<file path="src/rtl/sevenseg_scan_driver.sv">
// Time-multiplexed 7-segment scan driver: shadow/active double buffer swapped at
// frame wrap, BCD decode with leading-zero blanking, anti-ghost gap, pin polarity.

module sevenseg_digit_dec (
    input  logic [3:0] i_bcd,
    input  logic       i_suppress,
    output logic [6:0] o_seg
);
    // Active-high {A..G}; codes 10..15 show a dash.
    always_comb begin
        o_seg = 7'b0000001;
        case (i_bcd)
            4'd0: o_seg = 7'b1111110;
            4'd1: o_seg = 7'b0110000;
            4'd2: o_seg = 7'b1101101;
            4'd3: o_seg = 7'b1111001;
            4'd4: o_seg = 7'b0110011;
            4'd5: o_seg = 7'b1011011;
            4'd6: o_seg = 7'b1011111;
            4'd7: o_seg = 7'b1110000;
            4'd8: o_seg = 7'b1111111;
            4'd9: o_seg = 7'b1111011;
            default: o_seg = 7'b0000001;
        endcase
        if (i_suppress)
            o_seg = 7'b0000000;
    end
endmodule

module sevenseg_scan_driver #(
    parameter int DIGITS         = 4,
    parameter int REFRESH_DIV    = 100000,
    parameter int SEG_ACTIVE_LOW = 1,
    parameter int AN_ACTIVE_LOW  = 1,
    parameter int LZ_BLANK       = 1,
    localparam int IDXW          = (DIGITS > 1) ? $clog2(DIGITS) : 1
) (
    input  logic                i_clk,
    input  logic                i_rst_n,
    input  logic [4*DIGITS-1:0] i_bcd_in,
    input  logic [DIGITS-1:0]   i_dp_in,
    input  logic                i_load,
    input  logic                i_blank,
    output logic [6:0]          o_seg,
    output logic                o_dp,
    output logic [DIGITS-1:0]   o_an,
    output logic [IDXW-1:0]     o_digit_idx,
    output logic                o_frame_done
);
    localparam int PSW = $clog2(REFRESH_DIV);
    localparam logic [6:0]        SEG_OFF = (SEG_ACTIVE_LOW != 0) ? 7'h7F : 7'h00;
    localparam logic              DP_OFF  = (SEG_ACTIVE_LOW != 0);
    localparam logic [DIGITS-1:0] AN_OFF  = (AN_ACTIVE_LOW != 0) ? {DIGITS{1'b1}} : {DIGITS{1'b0}};

    logic [PSW-1:0]               r_presc;
    logic [IDXW-1:0]              r_digit_idx;
    logic                         r_frame_done;
    logic [DIGITS-1:0][3:0]       r_shadow_bcd;
    logic [DIGITS-1:0]            r_shadow_dp;
    logic [DIGITS-1:0][3:0]       r_act_bcd;
    logic [DIGITS-1:0]            r_act_dp;
    logic                         r_pending;
    logic [6:0]                   r_seg;
    logic                         r_dp;
    logic [DIGITS-1:0]            r_an;

    logic                         w_tc;
    logic                         w_wrap;
    logic [DIGITS-1:0]            w_supp;
    logic [DIGITS-1:0][6:0]       w_dig_seg;
    logic [6:0]                   w_seg_sel;
    logic                         w_dp_sel;
    logic [DIGITS-1:0]            w_an_onehot;

    assign w_tc   = (r_presc == PSW'(REFRESH_DIV - 1));
    assign w_wrap = w_tc && (r_digit_idx == IDXW'(DIGITS - 1));

    always_ff @(posedge i_clk or negedge i_rst_n) begin
        if (!i_rst_n) begin
            r_presc      <= '0;
            r_digit_idx  <= '0;
            r_frame_done <= 1'b0;
            r_shadow_bcd <= '0;
            r_shadow_dp  <= '0;
            r_act_bcd    <= '0;
            r_act_dp     <= '0;
            r_pending    <= 1'b0;
        end else begin
            r_frame_done <= w_wrap;
            if (w_tc) begin
                r_presc     <= '0;
                r_digit_idx <= (r_digit_idx == IDXW'(DIGITS - 1)) ? '0 : r_digit_idx + IDXW'(1);
            end else begin
                r_presc <= r_presc + PSW'(1);
            end
            // A load landing on the wrap edge lands in shadow and waits for the next wrap.
            if (w_wrap && r_pending) begin
                r_act_bcd <= r_shadow_bcd;
                r_act_dp  <= r_shadow_dp;
            end
            if (i_load) begin
                r_shadow_bcd <= i_bcd_in;
                r_shadow_dp  <= i_dp_in;
                r_pending    <= 1'b1;
            end else if (w_wrap) begin
                r_pending <= 1'b0;
            end
        end
    end

    // Digit i is blanked when it and every higher digit are zero; digit 0 always shows.
    always_comb begin
        logic v_run;
        v_run  = 1'b1;
        w_supp = '0;
        for (int i = DIGITS - 1; i >= 0; i--) begin
            v_run     = v_run && (r_act_bcd[i] == 4'd0);
            w_supp[i] = (LZ_BLANK != 0) && v_run && (i != 0);
        end
    end

    for (genvar g = 0; g < DIGITS; g++) begin : g_lane
        sevenseg_digit_dec u_dec (
            .i_bcd      (r_act_bcd[g]),
            .i_suppress (w_supp[g]),
            .o_seg      (w_dig_seg[g])
        );
    end

    always_comb begin
        w_an_onehot = '0;
        for (int i = 0; i < DIGITS; i++)
            w_an_onehot[i] = (r_digit_idx == IDXW'(i));
    end

    assign w_seg_sel = w_dig_seg[r_digit_idx];
    assign w_dp_sel  = r_act_dp[r_digit_idx];

    always_ff @(posedge i_clk or negedge i_rst_n) begin
        if (!i_rst_n) begin
            r_seg <= SEG_OFF;
            r_dp  <= DP_OFF;
            r_an  <= AN_OFF;
        end else begin
            r_seg <= (SEG_ACTIVE_LOW != 0) ? ~w_seg_sel : w_seg_sel;
            r_dp  <= (SEG_ACTIVE_LOW != 0) ? ~w_dp_sel : w_dp_sel;
            // Dark on the slot's last cycle so the digit switch never ghosts.
            if (i_blank || w_tc)
                r_an <= AN_OFF;
            else
                r_an <= (AN_ACTIVE_LOW != 0) ? ~w_an_onehot : w_an_onehot;
        end
    end

    assign o_seg        = r_seg;
    assign o_dp         = r_dp;
    assign o_an         = r_an;
    assign o_digit_idx  = r_digit_idx;
    assign o_frame_done = r_frame_done;
endmodule

</file>
<file path="config.mk">
export PLATFORM = sky130hd
export DESIGN_NAME = sevenseg_scan_driver
export DESIGN_NICKNAME = d
export VERILOG_FILES = /design/src/rtl/sevenseg_scan_driver.sv
export SDC_FILE = /design/constraint.sdc
export NUM_CORES = 1
export LEC_CHECK = 0
export CORE_ASPECT_RATIO = 2
export CORE_MARGIN = 2
export CORE_UTILIZATION = 57
export CTS_CLUSTER_DIAMETER = 50
export DETAILED_ROUTE_END_ITERATION = 8
export PLACE_DENSITY_LB_ADDON = 0.05
export SETUP_SLACK_MARGIN = 0.3
export SYNTH_ARGS = -nofsm -noshare
export SYNTH_HDL_FRONTEND = slang
export SYNTH_HIERARCHICAL = 1
export SYNTH_SLANG_ARGS = --single-unit
</file>
<file path="constraint.sdc">
create_clock -name i_clk -period 2.9 [get_ports i_clk]
set_clock_uncertainty 0.05 [all_clocks]
set_input_delay 0.58 -clock i_clk [delete_from_list [all_inputs] [get_ports i_clk]]
set_output_delay 0.58 -clock i_clk [all_outputs]
set_load 0.05 [all_outputs]
</file>
==> flow_metrics.env <==
export IMPL_synthFlopType="dfrtp_1"
export IMPL_ys_seq_elements=73
export IMPL_tns_ns=0
export IMPL_ys_seq_area_frac=0.466
export IMPL_r2r_end="r_act_bcd[4]"
export IMPL_ir_worst_vdd_mv=0.481
export IMPL_grt_max_degree=39
export IMPL_grt_overflow=0
export IMPL_pin_count=39
export IMPL_antenna_found_initial=0
export IMPL_grt_pass1_wl_mm=12.2
export IMPL_ctsResizeCount=0
export IMPL_hpwl_mm=5.17
export IMPL_whs_ns=0.287
export IMPL_fmax_ghz=0.425
export IMPL_vias_per_cell=5.43
export IMPL_r2r_slack_ns=0.61
export IMPL_via_count=2686
export IMPL_drv_slew=0
export IMPL_track_usage=0.205
export IMPL_min_period_ns=2.36
export IMPL_cts_buffers_inserted=9
export IMPL_dr_first_iter_drc_count=123
export IMPL_ctsHtreeMaxLevel=3
export IMPL_hold_viol=0
export IMPL_drc=0
export IMPL_clock_sinks=73
export IMPL_clk_latency_ns=0.34
export IMPL_synth_edf_count=0
export IMPL_ys_top_cells_by_count="dfrtp_1 (61), nor2_1 (37), ha_1 (25)"
export IMPL_clk_pin_slew_ns=0.06
export IMPL_grt_pass1_vias=2654
export IMPL_yosys_top_cells_area="dfrtp_1 (39%), dfstp_2 (8.0%), ha_1 (7.9%)"
export IMPL_crit_arrival_ns=1.73
export IMPL_yosys_area_top_type="dfrtp_1"
export IMPL_fillCellCount=550
export IMPL_drv_cap=0
export IMPL_setup_viol=0
export IMPL_cts_setup_buffers=0
export IMPL_layout_drive_gt1_share=0.202
export IMPL_syn2layout_area_growth_pct=20.0
export IMPL_coreArea_sq_um=6830
export IMPL_rsz0062_at_grt="false"
export IMPL_drt_pass1_iter_count=4
export IMPL_crit_path_cell_trace="buf_4 -> clkdlybuf4s50_1"
export IMPL_dieWidth_um=62.9
export IMPL_syn_area_sq_um=3960
export IMPL_synth_most_common_cell="dfrtp_1"
export IMPL_criticalPathCategory="register to output port"
export IMPL_slowest_delay_ns=0.84
export IMPL_synth_cells=349
export IMPL_root_buffer="clkbuf_16"
export IMPL_hold_class="input port to async pin"
export IMPL_antenna_left=0
export IMPL_dieArea_sq_um=7660
export IMPL_crit_slowest_cell="clkdlybuf4s50_1"
export IMPL_cts_buffer_depth=2
export IMPL_power_density_nw_per_um2=486
export IMPL_fp_dieH_um=122
export IMPL_synthArstFlopShare=1.00
export IMPL_end_kind="output port"
export IMPL_worstPathRequired_ns=2.27
export IMPL_globalplace_congestion=0.875
export IMPL_cts_hold_buf=0
export IMPL_power_leakage_uw=0.00213
export IMPL_nets=449
export IMPL_post_synth_cell_area_avg_sq_um=11.3
export IMPL_tightest_slew_ns=0.812
export IMPL_slew_headroom=0.459
export IMPL_rows=43
export IMPL_start_util=0.579
export IMPL_cts_tree="yes"
export IMPL_synth_warnings=6
export IMPL_r2r_start="r_presc[6]"
export IMPL_utilization=0.695
export IMPL_port_buffers=38
export IMPL_antenna_diode_count=0
export IMPL_fin_crit_sh=0.812
export IMPL_status="completed"
export IMPL_wl_per_cell_um=14.2
export IMPL_worst_setup_path_start_kind="register"
export IMPL_reg2reg_depth=5
export IMPL_synth_top_area_frac=0.386
export IMPL_crit_fanout=13
export IMPL_ys_types=41
export IMPL_routed_wl_mm=7.05
[final cells by class]
type	count	area, sq um	area share
clock buffer	10	239	0.0503
clock inverter	6	65.1	0.0137
inverter	27	101	0.0213
multi-input combinational	244	1950	0.410
sequential	73	1840	0.388
tap	90	113	0.0237
timing repair buffer	45	440	0.0928
[stage by stage]
| stage | instances | power [uW] | setup WS, ns | area [sq um] |
|---|---|---|---|---|
| global placement | 479 | 1220 | 0.651 | 4440 |
| detailed placement | 479 | 1220 | 0.614 | 4440 |
| global route | 495 | 2400 | 0.469 | 4750 |
| finish | 495 | 2310 | 0.545 | 4750 |
| CTS | 495 | 2340 | 0.521 | 4750 |
| floorplan | 355 | 1150 | 0.537 | 3980 |
[sequential cells by signal, summed over array words and instances, names as in the netlist, 2 cells and up]
name	count
o_an	4
o_digit_idx	2
o_seg	7
r_act_bcd	16
r_act_dp	4
r_presc	17
r_shadow_bcd	16
r_shadow_dp	4
[placed cells by master (no fill, tap or decap), types with 9 or more instances in the layout]
master           netlist  final
a21oi_1               19     19
inv_1                 19     19
nand2_1               19     19
dfrtp_1               61     61
mux2_2                20     20
ha_1                  25     25
nor2_1                37     37
nand3_1               11     11
clkdlybuf4s50_1        0     37
mux2_1                20     20
clkbuf_16              0      9
dfstp_2               12     12
[cell families after synthesis]
family / share of synthesized area
multiplexers: 0.170
other: 0.000948
adder cells (fa/ha/maj): 0.0791
AO/OA/AOI/OAI: 0.0727
buffers and inverters: 0.0478
flip-flops: 0.466
XOR/XNOR: 0.0288
AND/OR/NAND/NOR: 0.136
[worst max-delay path, delay by kind of cell, from the launching register on]
| kind | cells | cell delay (ns) |
|---|---|---|
| buffers and inverters | 2 | 1.07 |
| flip-flops | 1 | 0.32 |
[metal layers]
metal / global-route usage / routed length [um] / up-vias / share of wire
met4: 0.115 / 165 / 0 / 0.023
met3: 0.0443 / 281 / 11 / 0.040
met5: 0 / 0 / - / 0
li1: - / - / 1320 / -
met2: 0.316 / 3420 / 59 / 0.49
met1: 0.268 / 3180 / 1296 / 0.45
[where the power goes]
| part | switching (uW) | internal, uW | total [uW] |
|---|---|---|---|
| combinational | 60.5 | 69.5 | 130 |
| clock | 417 | 691 | 1110 |
| sequential | 15.0 | 1060 | 1070 |
| total | 492 | 1820 | 2310 |
[how the worst max path moves through the flow]
| stage | startpoint | endpoint | cells after the start |
|---|---|---|---|
| 3_3_place_gp | r_presc[6] | r_act_bcd[5] | 5 |
| 3_5_place_dp | r_presc[6] | r_act_dp[0] | 5 |
| 5_1_grt | o_digit_idx[0] | o_digit_idx[0] | 2 |
| 2_1_floorplan | r_act_bcd[13] | o_seg[4] | 5 |
| 4_1_cts | o_digit_idx[0] | o_digit_idx[0] | 2 |
| 6_report | o_digit_idx[0] | o_digit_idx[0] | 2 |
(Power assumes the default switching activity.)
